**config.mk**
```make
export PLATFORM = sky130hd
export DESIGN_NAME = hilo_multu
export DESIGN_NICKNAME = d
export VERILOG_FILES = /design/src/rtl/hilo_multu.sv
export SDC_FILE = /design/constraint.sdc
export NUM_CORES = 1
export LEC_CHECK = 0
export ABC_AREA = 1
export CORE_ASPECT_RATIO = 0.9
export CORE_MARGIN = 5
export CORE_UTILIZATION = 45
export CTS_CLUSTER_SIZE = 30
export DETAILED_ROUTE_END_ITERATION = 6
export PLACE_DENSITY = 0.67
export SETUP_SLACK_MARGIN = 0.5
export SLEW_MARGIN = 30
export SYNTH_ARGS = -nofsm -noshare
export SYNTH_HDL_FRONTEND = slang
export SYNTH_SLANG_ARGS = --single-unit
```
**constraint.sdc**
```tcl
create_clock -name clk -period 1.95 [get_ports clk]
set_input_delay 0.2925 -clock clk [delete_from_list [all_inputs] [get_ports clk]]
set_output_delay 0.2925 -clock clk [all_outputs]
set_load 0.05 [all_outputs]
```
**src/rtl/hilo_multu.sv**
```systemverilog
// Sequential 32x32 unsigned multiplier owning the MIPS HI/LO pair.
// MULTU runs a fixed 32-step shift-add loop; HI/LO are written once at the end.
module hilo_multu (
  input  logic        clk,
  input  logic        rst_n,
  input  logic [5:0]  Signal,
  input  logic [31:0] dataA,
  input  logic [31:0] dataB,
  output logic [31:0] HiOut,
  output logic [31:0] LoOut,
  output logic        busy,
  output logic        stall,
  output logic        done,
  output logic [1:0]  state_dbg
);

  localparam logic [5:0] F_MULTU = 6'b011001;
  localparam logic [5:0] F_MFHI  = 6'b010000;
  localparam logic [5:0] F_MFLO  = 6'b010010;

  typedef enum logic [1:0] {
    IDLE = 2'd0,
    RUN  = 2'd1,
    DONE = 2'd2
  } state_e;

  state_e      state_q, state_d;
  logic [63:0] mcand_q, mcand_d;
  logic [31:0] mplier_q, mplier_d;
  logic [63:0] prod_q, prod_d;
  logic [4:0]  cnt_q, cnt_d;
  logic [31:0] hi_q, hi_d;
  logic [31:0] lo_q, lo_d;
  logic        done_q, done_d;

  always_comb begin
    state_d  = state_q;
    mcand_d  = mcand_q;
    mplier_d = mplier_q;
    prod_d   = prod_q;
    cnt_d    = cnt_q;
    hi_d     = hi_q;
    lo_d     = lo_q;
    done_d   = 1'b0;
    case (state_q)
      IDLE: begin
        if (Signal == F_MULTU) begin
          mcand_d  = {32'b0, dataA};
          mplier_d = dataB;
          prod_d   = 64'b0;
          cnt_d    = 5'd0;
          state_d  = RUN;
        end
      end
      RUN: begin
        // No early exit on a zero multiplier: latency is data independent.
        if (mplier_q[0]) prod_d = prod_q + mcand_q;
        mcand_d  = mcand_q << 1;
        mplier_d = mplier_q >> 1;
        cnt_d    = cnt_q + 5'd1;
        if (cnt_q == 5'd31) state_d = DONE;
      end
      DONE: begin
        hi_d    = prod_q[63:32];
        lo_d    = prod_q[31:0];
        done_d  = 1'b1;
        state_d = IDLE;
      end
      default: state_d = IDLE;
    endcase
  end

  always_ff @(posedge clk or negedge rst_n) begin
    if (!rst_n) begin
      state_q  <= IDLE;
      mcand_q  <= 64'b0;
      mplier_q <= 32'b0;
      prod_q   <= 64'b0;
      cnt_q    <= 5'd0;
      hi_q     <= 32'b0;
      lo_q     <= 32'b0;
      done_q   <= 1'b0;
    end else begin
      state_q  <= state_d;
      mcand_q  <= mcand_d;
      mplier_q <= mplier_d;
      prod_q   <= prod_d;
      cnt_q    <= cnt_d;
      hi_q     <= hi_d;
      lo_q     <= lo_d;
      done_q   <= done_d;
    end
  end

  // Upstream handshake: while stall is high the EX instruction is held and
  // re-presented each cycle; a held MULTU is accepted on the first IDLE cycle.
  assign busy      = (state_q != IDLE);
  assign stall     = busy && ((Signal == F_MULTU) || (Signal == F_MFHI) ||
                              (Signal == F_MFLO));
  assign HiOut     = hi_q;
  assign LoOut     = lo_q;
  assign done      = done_q;
  assign state_dbg = state_q;

endmodule
```
==> summary.md, run 1 <==
| Metric | Value |
|---|---|
| Layout cells sized above 1 | 40.3% |
| ANT nets after route | 0 |
| Ys async rst share | 100% |
| Cell family with most CP delay | adder cells |
| TritonCTS clock tree | built |
| Fmax | ~450 MHz |
| Die area | 0.0374 mm² |
| Vias in the first global route | 16300 |
| Net Sw Frac | 46.9% |
| Syn_area_per_cell | 6.69 µm² |
| Num CTS Buffers | 26 |
| Fin nets | 2861 |
| Post-route clock period utilization | 115% |
| Failing checks | negative setup slack |
| Clock Skews | 0.0149 ns |
| Clock latency on the worst-skew pair | between 0.5 and 0.6 ns |
| Worst slew pin tran | about 0.69 ns |
| WL/cell | 20.1 µm |
| Most common cell in the netlist | nand2_1 |
| Worst Path Required | 2.39 ns |
| Relative slew slack | 54.0% |
| Global route overflow | 0 |
| Psw | 20.7 mW |
| Area contributors post-synth | dfrtp_1, nand2_1, inv_1 |
| Setup Viol. Count Final | 57 |
| Fillcell total | 2380 |
| Comb pwr share | 70.3% |
| Clock transition at path regs | 0.06 ns |
| Worst path cell trace | ha_2 -> inv_2 -> fa_2 -> inv_2 -> nand3_4 -> inv_2 -> nand2_2 -> nand3_4 -> buf_4 -> nand2_2 -> nand3_4 -> buf_6 -> a21oi_1 -> o21ai_1 -> o21ai_1 |
| Clock group share of total power | 11.7% |
| Synth top area share | between 30% and 40% |
| Internal power | 23.4 mW |
| DP Wirelength | 37900 µm |
| Crit-path max FO | 4 |
| Synth-to-layout area growth | 64.4% |
| Post-layout min period | 2.24 ns |
| Vias post-DR | 17000 |
| Largest area contributor in the netlist | dfrtp_1 |
| Seq/Total Area, Yosys | 38.4% |
| Leak | approximately 13 nW |
| Final core occ | 75.3% |
| Initial antenna violation count | 1 |
| YS warnings | 0 |
| Fin. Hold Viols | 0 |
| Placed Cells | about 3000 |
| Total track usage | 29.1% |
| Kind of critical path | reg2reg |
| # H-tree levels | 1 |
| Synthesized net count | 2398 |
| CP Launch Type | flop |
| Worst Hold Class | in2reg |
| Outcome | finished, violations left |
| Synth Flop Type | dfrtp_1 |
| Largest stage delay, worst path | approximately 0.37 ns |
| Crit path DAT | 2.68 ns |
| Worst setup margin | -0.286 ns |
| Core region area | 0.0330 mm² |
| Root Buffer | clkbuf_16 |
| CP max stage cell | dfrtp_1 |
| GPL Wtd Cong | ~0.99 |
| Ports | around 140 |
| Max clock buf depth | 3 |
| RSZ-0062 raised after global routing | yes |
| Number of synthesized flops with an enable pin | 0 |
| Clock sinks | 232 |
| Cell variety after synth | 36 |
| Synth Register Bits | roughly 230 |
| Initial DRC Count | 1379 |
| Setup crit end kind | flop |
| Pre-CTS setup slack | -0.344 ns |
| Commonest cells post-synth | nand2_1, inv_1, dfrtp_1 |
| Max-Cap Viols | 0 |
| Via density | 5.36 |
| Max-slew violation count | 0 |
| Largest net degree at the start of global routing | 98 |
| Post-Layout Cell Count | 3164 |
| Drt drc | 0 |
| Die W | between 200 and 250 µm |
| Rows | 63 |
| Drt first pass iters | 5 |
| Sequential fraction of design power | 18.0% |
| CP Buf/Inv Count | 5 |
| Worst reg2reg setup slack | -0.29 ns |
| Number of antenna diodes | 0 |
| Mapped Cells | ~2300 |
| Initial Utilization | 45.8% |
| VDD IR-drop max | 1040 µV |
| Mapped Area | between 0.015 and 0.02 mm² |
| PD cells | 1770 mW/mm² |
| First-pass GRT wire length | 87200 µm |
| Die Y-Extent | 184 µm |
| Drt total wl | 63500 µm |
| PortBufs | 140 |
## worst reg2reg max path, stage by stage (launching register included)
cell,delay (ns)
dfrtp_1,0.37
ha_2,0.21
inv_2,0.04
fa_2,0.35
inv_2,0.09
nand3_4,0.10
inv_2,0.09
nand2_2,0.08
nand3_4,0.10
buf_4,0.12
nand2_2,0.05
nand3_4,0.14
buf_6,0.12
a21oi_1,0.05
o21ai_1,0.10
o21ai_1,0.09
## per-layer routing
| metal | GRT usage, % | share of wire [%] | up-vias |
|---|---|---|---|
| met1 | 41.9 | 44 | 8219 |
| met5 | 0 | 0.011 | - |
| met4 | 6.93 | 3.5 | 2 |
| met2 | 46.8 | 45 | 667 |
| met3 | 4.13 | 7.4 | 150 |
| li1 | - | - | 7913 |
## cell usage in the layout (no fill, tap or decap), drive strengths merged, types with 15 or more instances in the layout
| master | count |
|---|---|
| nand2 | 865 |
| inv | 468 |
| buf | 411 |
| dfrtp | 232 |
| o21ai | 152 |
| nor2 | 119 |
| nand3 | 82 |
| a21oi | 66 |
| clkdlybuf4s50 | 65 |
| ha | 65 |
| o211ai | 63 |
| clkbuf | 52 |
| o22ai | 40 |
| nor3 | 15 |
## sequential cells by signal (all words and copies together), names as in the netlist
signal / count
cnt_q: 5
mplier_q: 32
prod_q: 64
state_dbg: 2
HiOut: 32
mcand_q: 64
LoOut: 32
done: 1
## repair_timing
action	CTS	global route
resized for setup	878	314
gates cloned	14	22
hold endpoints to repair	55	0
buffers inserted	70	24
hold buffers	1	0
setup endpoints to repair	226	279
pin swaps	213	146
## per-stage QoR
stage	instance area [µm²]	setup TNS (ns)	hold WS, ns	total power, mW
after floorplan	16200	0	-0.00309	20.9
after global placement	19600	-6.13	0.326	28.8
after detailed placement	19600	-10.16	0.333	29.1
after CTS	23000	-1.82	0.263	40.0
after global routing	24900	-12.61	0.302	46.5
final	24900	-7.71	0.302	44.1
## power by group through the flow
stage	clock network, mW	registers, mW	logic, mW
final	5.15	7.95	31.0
after global placement	0	7.87	20.9
after floorplan	0	7.76	13.2
after detailed placement	0	7.93	21.2
after CTS	5.18	7.86	27.0
after global routing	5.42	8.11	33.0
## cells by family (layout without fill, tap and decap cells)
logic type	after synthesis	count (layout)	synth area share (%)
xor gates and xnor gates	6	6	0.348
DFF	232	232	38.4
and+or+nand+nor	1097	1097	29.7
buffers and inverters	533	1015	13.8
adders and majority gates	66	66	5.51
AOI/OAI and AO/OA	326	326	12.3
## worst paths after layout
| check | startpoint | endpoint | cells past startpoint |
|---|---|---|---|
| min in group asynchronous | rst_n | mplier_q[22]$_DFFE_PN0P_ | 2 |
| worst max register to register | prod_q[0]$_DFFE_PN0P_ | prod_q[22]$_DFFE_PN0P_ | 15 |
| worst max-delay path | prod_q[0]$_DFFE_PN0P_ | prod_q[22]$_DFFE_PN0P_ | 15 |
| worst min-delay path | dataA[0] | mcand_q[0]$_DFFE_PN0P_ | 3 |
| worst min register to register | HiOut[4]$_DFFE_PN0P_ | HiOut[4]$_DFFE_PN0P_ | 2 |
| max in group asynchronous | rst_n | prod_q[26]$_DFFE_PN0P_ | 3 |
## final cells by class
| type | count | area (µm²) | share of cell area, % |
|---|---|---|---|
| clock buffer | 40 | 783 | 3.15 |
| clock inverter | 7 | 100 | 0.403 |
| inverter | 473 | 1820 | 7.34 |
| multi-input combinational | 1495 | 10600 | 42.5 |
| sequential | 232 | 5810 | 23.4 |
| tap | 422 | 528 | 2.12 |
| timing repair buffer | 494 | 5210 | 20.9 |
| timing repair inverter | 1 | 30.0 | 0.121 |
Power figures use the tool's default switching activity.
==> run 2, diff against run 1 <==
- PLACE_DENSITY: 0.67 -> 0.64
- clock period: 1.95 -> 2.8 ns (I/O delays scaled with it)
==> run 2 against run 1 <==
  * The flow now finishes without violations
  * Via count fell by 18%
  * Combinational power shrank 63%
  * Final cell count fell by 11%
  * Register-to-register slack better by 0.84 ns
  * Sequential share of layout area grew 8.5 points
  * Power down 55%
  * Die area stayed put
  * First-iteration DRC count decreased by 30%
  * Sequential power fell by 34%
  * Routed wire length down 28%
==> summary.md, run 2 (same netlist as run 1, synthesis figures left out) <==
| Metric | Value |
|---|---|
| Die W | 203 µm (unchanged) |
| Worst Path Required | 3.24 ns (was 2.39 ns) |
| Post-layout min period | 2.25 ns (was 2.24 ns) |
| CP max stage cell | ha_1 (was dfrtp_1) |
| Vias post-DR | 14000 (was 17000) |
| Fillcell total | 3314 (was 2380) |
| Drt first pass iters | 6 (was 5) |
| Cell mode on critical path | nand2_1 |
| ANT nets after route | 0 (unchanged) |
| Initial DRC Count | 959 (was 1379) |
| Max-slew violation count | 0 (unchanged) |
| Tot Pwr | 20.0 mW (was 44.1 mW) |
| Max clock buf depth | 3 (unchanged) |
| Max-Cap Viols | 0 (unchanged) |
| First-pass GRT wire length | 72800 µm (was 87200 µm) |
| GRT met2 Usage | 35.7% (was 46.8%) |
| Most common cell after layout, fill and taps aside | nand2_1 (unchanged) |
| Net Sw Frac | 49.1% (was 46.9%) |
| Clock Skews | 0.0250 ns (was 0.0149 ns) |
| Commonest non-fill, non-tap cells in the layout | nand2_1, inv_1, dfrtp_1, clkdlybuf4s50_1, nor2_1 (was nand2_1, inv_1, buf_4, dfrtp_1, nand2_2) |
| Core region area | 0.0330 mm² (unchanged) |
| Largest stage delay, worst path | 0.41 ns (was 0.37 ns) |
| VDD IR-drop max | 530 µV (was 1040 µV) |
| Top flop regs | mcand_q (64), prod_q (64) (unchanged) |
| M3 GR Usage | 4.52% (was 4.13%) |
| PortBufs | 140 (unchanged) |
| Crit path DAT | 2.69 ns (was 2.68 ns) |
| Reg2Reg Depth | 13 (was 15) |
| RSZ-0062 raised after global routing | yes (unchanged) |
| Psw | 9.83 mW (was 20.7 mW) |
| TritonCTS clock tree | built (unchanged) |
| Comb pwr share | 56.8% (was 70.3%) |
| Initial Utilization | 45.8% (unchanged) |
| Vias in the first global route | 13300 (was 16300) |
| Die Y-Extent | 184 µm (unchanged) |
| Relative slew slack | 52.4% (was 54.0%) |
| WL/cell | 16.2 µm (was 20.1 µm) |
| GPL Wtd Cong | 0.974 (was 0.991) |
| Worst path cell trace | ha_1 -> nand2_1 -> inv_1 -> nand2_1 -> nand2_1 -> nand2_1 -> nand2_1 -> a21oi_2 -> nand2_4 -> buf_4 -> or2_0 -> nand3_1 -> o21ai_1 (was ha_2 -> inv_2 -> fa_2 -> inv_2 -> nand3_4 -> inv_2 -> nand2_2 -> nand3_4 -> buf_4 -> nand2_2 -> nand3_4 -> buf_6 -> a21oi_1 -> o21ai_1 -> o21ai_1) |
| Clock sinks | 232 (unchanged) |
| Cell depth of the worst setup path | 13 (was 15) |
| Total negative setup slack | 0 ns (was -7.71 ns) |
| Internal power | 10.2 mW (was 23.4 mW) |
| Met1 Use GR | 38.2% (was 41.9%) |
| Critical Path Sink | prod_q[26]$_DFFE_PN0P_ (was prod_q[22]$_DFFE_PN0P_) |
| Outcome | finished clean (was finished, violations left) |
| Num CTS Buffers | 25 (was 26) |
| Clock group share of total power | 17.0% (was 11.7%) |
| Crit-path max FO | 5 (was 4) |
| PD cells | 1100 mW/mm² (was 1770 mW/mm²) |
| Fin. Hold Viols | 0 (unchanged) |
| Sequential fraction of design power | 26.2% (was 18.0%) |
| Leak | 9.74 nW (was 13.0 nW) |
| Worst Setup SP | mcand_q[21]$_DFFE_PN0P_ (was prod_q[0]$_DFFE_PN0P_) |
| Largest net degree at the start of global routing | 96 (was 98) |
| Cell family with most CP delay | simple AND/OR/NAND/NOR gates (was adder cells) |
| Clock transition at path regs | 0.07 ns (was 0.06 ns) |
| Clock latency on the worst-skew pair | 0.55 ns (was 0.57 ns) |
| CP Buf/Inv Count | 2 (was 5) |
| # H-tree levels | 1 (unchanged) |
| Worst Hold Class | in2async (was in2reg) |
| Number of antenna diodes | 0 (unchanged) |
| CP Launch Type | flop (unchanged) |
| Rows | 63 (unchanged) |
| R2r startpoint | mcand_q[21]$_DFFE_PN0P_ (was prod_q[0]$_DFFE_PN0P_) |
| Die area | 0.0374 mm² (unchanged) |
| DP Wirelength | 35400 µm (was 37900 µm) |
| Final core occ | 55.2% (was 75.3%) |
| Global route overflow | 0 (unchanged) |
| Total track usage | 24.3% (was 29.1%) |
| Drt drc | 0 (unchanged) |
| Ports | 141 (unchanged) |
| Drt total wl | 45700 µm (was 63500 µm) |
| Post-route clock period utilization | 80.3% (was 115%) |
| Busiest metal layer after global routing | met1 (was met2) |
| Worst r2r dst | prod_q[26]$_DFFE_PN0P_ (was prod_q[22]$_DFFE_PN0P_) |
| Worst slew pin tran | 0.714 ns (was 0.689 ns) |
| Via density | 4.95 (was 5.36) |
| Fmax | 445 MHz (was 447 MHz) |
| Setup Viol. Count Final | 0 (was 57) |
| Kind of critical path | reg2reg (unchanged) |
| Root Buffer | clkbuf_16 (unchanged) |
| Worst reg2reg setup slack | 0.55 ns (was -0.29 ns) |
| Synth-to-layout area growth | 20.6% (was 64.4%) |
| Fin nets | 2525 (was 2861) |
| Setup crit end kind | flop (unchanged) |
| Initial antenna violation count | 1 (unchanged) |
| Layout cells sized above 1 | 8.86% (was 40.3%) |
-- run 2: cell count changes in the layout (fill, tap and decap cells not counted), moves of 50 or more --
cell and delta:
buf_6 -91, o21ai_0 +61, clkdlybuf4s50_1 +71, nand2_2 -119, ha_4 -50, nand2_4 -88, buf_4 -254, o21ai_2 -50
nand2_1 +216
-- run 2: power groups by stage --
| stage | logic, mW | clock network (mW) | registers [mW] |
|---|---|---|---|
| floorplan | 7.69 | 0 | 5.05 |
| global placement | 10.6 | 0 | 5.23 |
| detailed placement | 10.7 | 0 | 5.24 |
| CTS | 10.8 | 3.46 | 5.20 |
| global route | 12.8 | 3.63 | 5.38 |
| finish | 11.4 | 3.40 | 5.26 |
-- run 2: final cells by class --
class	instances	area, µm²	share of cell area (%)
multi-input cells	1495	7610	41.8
flip-flops and latches	232	5810	31.8
inverters	473	1780	9.76
repair buffers	160	1670	9.16
clock buffers	36	737	4.04
well taps	422	528	2.90
clock inverters	9	98.8	0.542
-- run 2: worst min path at each step --
| stage | start | end | slack (ns) | depth (start not counted) |
|---|---|---|---|---|
| after floorplan | rst_n | HiOut[0]$_DFFE_PN0P_ | 0.12 | 0 |
| after global placement | rst_n | mplier_q[21]$_DFFE_PN0P_ | 0.39 | 1 |
| after detailed placement | rst_n | mplier_q[21]$_DFFE_PN0P_ | 0.39 | 1 |
| after CTS | rst_n | mplier_q[21]$_DFFE_PN0P_ | 0.39 | 2 |
| after global routing | rst_n | mplier_q[21]$_DFFE_PN0P_ | 0.45 | 2 |
| final | rst_n | mplier_q[21]$_DFFE_PN0P_ | 0.39 | 2 |
-- run 2: per-layer routing --
metal	share of wire (%)	routed length (µm)	up-vias
met2	40	18500	317
li1	-	-	7197
met3	6.5	2980	38
met4	1.2	569	2
met5	0.031	14	-
met1	52	23600	6427
-- run 2: per-stage QoR --
step | setup WS [ns] | instance area (µm²) | cells | hold slack, ns
after floorplan | 0.672 | 15100 | 2260 | 0.124
after global placement | 0.390 | 17000 | 2778 | 0.392
after detailed placement | 0.384 | 17000 | 2778 | 0.390
after CTS | 0.498 | 17900 | 2824 | 0.393
after global routing | 0.445 | 18200 | 2827 | 0.449
final | 0.550 | 18200 | 2827 | 0.395
-- run 2: what timing repair did --
action / CTS / global route
buffers inserted: 0 / 3
pin swaps: 0 / 3
resized for setup: 10 / 93
endpoints found under the hold margin: 50 / 0
endpoints found under the setup margin: 16 / 41
hold buffers: 1 / 0
==> run 3, diff against run 2 <==
- PLACE_DENSITY: 0.64 -> 0.67
- clock period: 2.8 -> 1.8 ns (I/O delays scaled with it)
==> run 3 against run 2 <==
  * The run now ends with negative setup slack left
  * Critical path depth up 4
  * Hold slack got worse by 0.19 ns
  * Combinational power grew to 3.0 times the previous value
  * Die area did not move
  * Utilization rose by 20 points
  * Clock skew increased by 0.011 ns
  * Clock-buffer cell count shrank 2
  * Clock power is 64% higher
  * Critical endpoint is now prod_q[62]$_DFFE_PN0P_
  * Largest cell class unchanged
==> summary.md, run 3 (same netlist as run 1, synthesis figures left out) <==
| Metric | Value |
|---|---|
| Via density | 5.33 (was 4.95) |
| Worst Path Required | 2.26 ns (was 3.24 ns) |
| Max-slew violation count | 0 (unchanged) |
| Worst Hold Class | in2async (unchanged) |
| Number of antenna diodes | 0 (unchanged) |
| Initial Utilization | 45.8% (unchanged) |
| Worst slew pin tran | 0.476 ns (was 0.714 ns) |
| Post-route clock period utilization | 119% (was 80.3%) |
| Crit path DAT | 2.61 ns (was 2.69 ns) |
| First-pass GRT wire length | 86000 µm (was 72800 µm) |
| Root Buffer | clkbuf_16 (unchanged) |
| Leak | 12.9 nW (was 9.74 nW) |
| CP max stage cell | dfrtp_1 (was ha_1) |
| Seq. cell area | 0.00582 mm² (was 0.00581 mm²) |
| Vias post-DR | 16800 (was 14000) |
| Die W | 203 µm (unchanged) |
| Global route overflow | 0 (unchanged) |
| Largest net degree at the start of global routing | 98 (was 96) |
| Max-Cap Viols | 0 (unchanged) |
| Initial antenna violation count | 0 (was 1) |
| Synth-to-layout area growth | 64.8% (was 20.6%) |
| Worst r2r dst | prod_q[62]$_DFFE_PN0P_ (was prod_q[26]$_DFFE_PN0P_) |
| Rows | 63 (unchanged) |
| Initial DRC Count | 1213 (was 959) |
| Clock Skews | 0.0358 ns (was 0.0250 ns) |
| Placed Cells | 2968 (was 2778) |
| Area occupied by multi-input gates | 0.0107 mm² (was 0.00761 mm²) |
| Worst setup margin | -0.350 ns (was 0.550 ns) |
| WL/cell | 20.3 µm (was 16.2 µm) |
| DP Wirelength | 39000 µm (was 35400 µm) |
| Vias in the first global route | 15600 (was 13300) |
| Die Y-Extent | 184 µm (unchanged) |
| Drt first pass iters | 6 (unchanged) |
| TritonCTS clock tree | built (unchanged) |
| Worst Setup SP | prod_q[0]$_DFFE_PN0P_ (was mcand_q[21]$_DFFE_PN0P_) |
| GPL Wtd Cong | 1.02 (was 0.974) |
| Largest stage delay, worst path | 0.36 ns (was 0.41 ns) |
| Failing checks | negative setup slack |
| Fin nets | 2848 (was 2525) |
| Drt total wl | 63700 µm (was 45700 µm) |
| Critical Path Sink | prod_q[62]$_DFFE_PN0P_ (was prod_q[26]$_DFFE_PN0P_) |
| Kind of critical path | reg2reg (unchanged) |
| Top flop regs | mcand_q (64), prod_q (64) (unchanged) |
| Total track usage | 29.1% (was 24.3%) |
| CP Launch Type | flop (unchanged) |
| VDD IR-drop max | 1110 µV (was 530 µV) |
| Worst reg2reg setup slack | -0.35 ns (was 0.55 ns) |
| PD cells | 1950 mW/mm² (was 1100 mW/mm²) |
| ANT nets after route | 0 (unchanged) |
| Outcome | finished, violations left (was finished clean) |
| Clock transition at path regs | 0.06 ns (was 0.07 ns) |
| Most common cell after layout, fill and taps aside | nand2_1 (unchanged) |
| Fin. Hold Viols | 0 (unchanged) |
| Commonest non-fill, non-tap cells in the layout | nand2_1, inv_1, buf_4, dfrtp_1, nand2_2 (was nand2_1, inv_1, dfrtp_1, clkdlybuf4s50_1, nor2_1) |
| Post-Layout Cell Count | 3148 (was 2827) |
| Cell mode on critical path | nand2_2 (was nand2_1) |
| Drt drc | 0 (unchanged) |
| Clock sinks | 232 (unchanged) |
| RSZ-0062 raised after global routing | yes (unchanged) |
| R2r startpoint | prod_q[0]$_DFFE_PN0P_ (was mcand_q[21]$_DFFE_PN0P_) |
| Worst path cell trace | ha_2 -> inv_2 -> fa_2 -> inv_2 -> nand3_4 -> inv_2 -> nand2_2 -> nand3_2 -> nand2_1 -> nand2_2 -> nand2_2 -> nand2_4 -> nand2_4 -> nand2_2 -> nand2_1 -> nand3_1 -> nand2_1 (was ha_1 -> nand2_1 -> inv_1 -> nand2_1 -> nand2_1 -> nand2_1 -> nand2_1 -> a21oi_2 -> nand2_4 -> buf_4 -> or2_0 -> nand3_1 -> o21ai_1) |
| PortBufs | 140 (unchanged) |
| Core region area | 0.0330 mm² (unchanged) |
| Die area | 0.0374 mm² (unchanged) |
| Clock latency on the worst-skew pair | 0.58 ns (was 0.55 ns) |
| Ports | 141 (unchanged) |
| # H-tree levels | 1 (unchanged) |
| Fillcell total | 2423 (was 3314) |
| Crit-path max FO | 4 (was 5) |
| Reg2Reg Depth | 17 (was 13) |
| Max clock buf depth | 3 (unchanged) |
| Setup Viol. Count Final | 105 (was 0) |
| Fmax | 465 MHz (was 445 MHz) |
| Relative slew slack | 68.2% (was 52.4%) |
| Layout cells sized above 1 | 42.2% (was 8.86%) |
| Total negative setup slack | -15.05 ns (was 0 ns) |
| Post-layout min period | 2.15 ns (was 2.25 ns) |
| Num CTS Buffers | 26 (was 25) |
| Setup crit end kind | flop (unchanged) |
[run 3: cell types whose count changed in the layout (fill, tap and decap cells not counted), moves of 51 or more]
cell,before,now
nand2_1,825,539
buf_4,11,255
nand2_2,35,218
nand2_4,5,100
buf_6,0,83
o21ai_0,75,4
clkdlybuf4s50_1,136,66
inv_1,458,398
ha_4,7,58
[run 3: worst max-delay path, delay by kind of cell, from the launching register on]
family                   cells  cell delay (ns)
AND/OR/NAND/NOR             12             0.92
adder cells (fa/ha/maj)      2             0.51
flip-flops                   1             0.36
buffers and inverters        3             0.22
[run 3: power breakdown]
| part | internal [mW] | total (mW) | switching (mW) |
|---|---|---|---|
| Sequential | 6.99 | 8.65 | 1.65 |
| Combinational | 15.5 | 34.5 | 19.0 |
| Clock | 3.28 | 5.56 | 2.28 |
| Total | 25.7 | 48.7 | 23.0 |
[run 3: cell type report]
class | instances | area share (%)
clock buffer | 34 | 2.93
inverter | 473 | 7.45
timing repair inverter | 1 | 0.0452
clock inverter | 10 | 0.592
timing repair buffer | 481 | 20.7
multi-input combinational | 1495 | 42.9
tap | 422 | 2.12
sequential | 232 | 23.3
[run 3: per-layer routing]
layer	part of all wire (%)	GRT usage, %	up-vias
met5	0	0	-
met4	3.1	6.10	0
met3	8.3	5.20	151
met2	44	44.3	688
met1	44	43.6	8045
li1	-	-	7889
[run 3: worst min path at each step]
stage | to | slack (ns) | depth (start not counted) | from
2_1_floorplan | HiOut[0]$_DFFE_PN0P_ | -0.03 | 0 | rst_n
3_3_place_gp | mplier_q[22]$_DFFE_PN0P_ | 0.21 | 1 | rst_n
3_5_place_dp | mplier_q[22]$_DFFE_PN0P_ | 0.21 | 1 | rst_n
4_1_cts | LoOut[30]$_DFFE_PN0P_ | 0.21 | 2 | rst_n
5_1_grt | mplier_q[22]$_DFFE_PN0P_ | 0.22 | 2 | rst_n
6_report | mplier_q[14]$_DFFE_PN0P_ | 0.20 | 2 | rst_n
[run 3: per-stage QoR]
step	power (mW)	worst slack [ns]	hold slack, ns	instance area (µm²)	utilization, %
CTS	43.1	-0.249	0.207	22600	68.4
floorplan	22.7	0.000282	-0.0256	16300	-
detailed placement	31.5	-0.466	0.206	19300	58.4
global route	51.3	-0.406	0.218	24900	75.5
finish	48.7	-0.350	0.202	24900	75.5
global placement	31.2	-0.456	0.206	19300	58.4
[run 3: what timing repair did]
action                                  in CTS  in global routing
gates resized for setup                    511                372
pin swaps                                  222                211
buffers inserted                            52                 46
endpoints found under the setup margin     271                301
endpoints found under the hold margin       81                  0
hold buffers                                 1                  0
cloned                                      11                 26
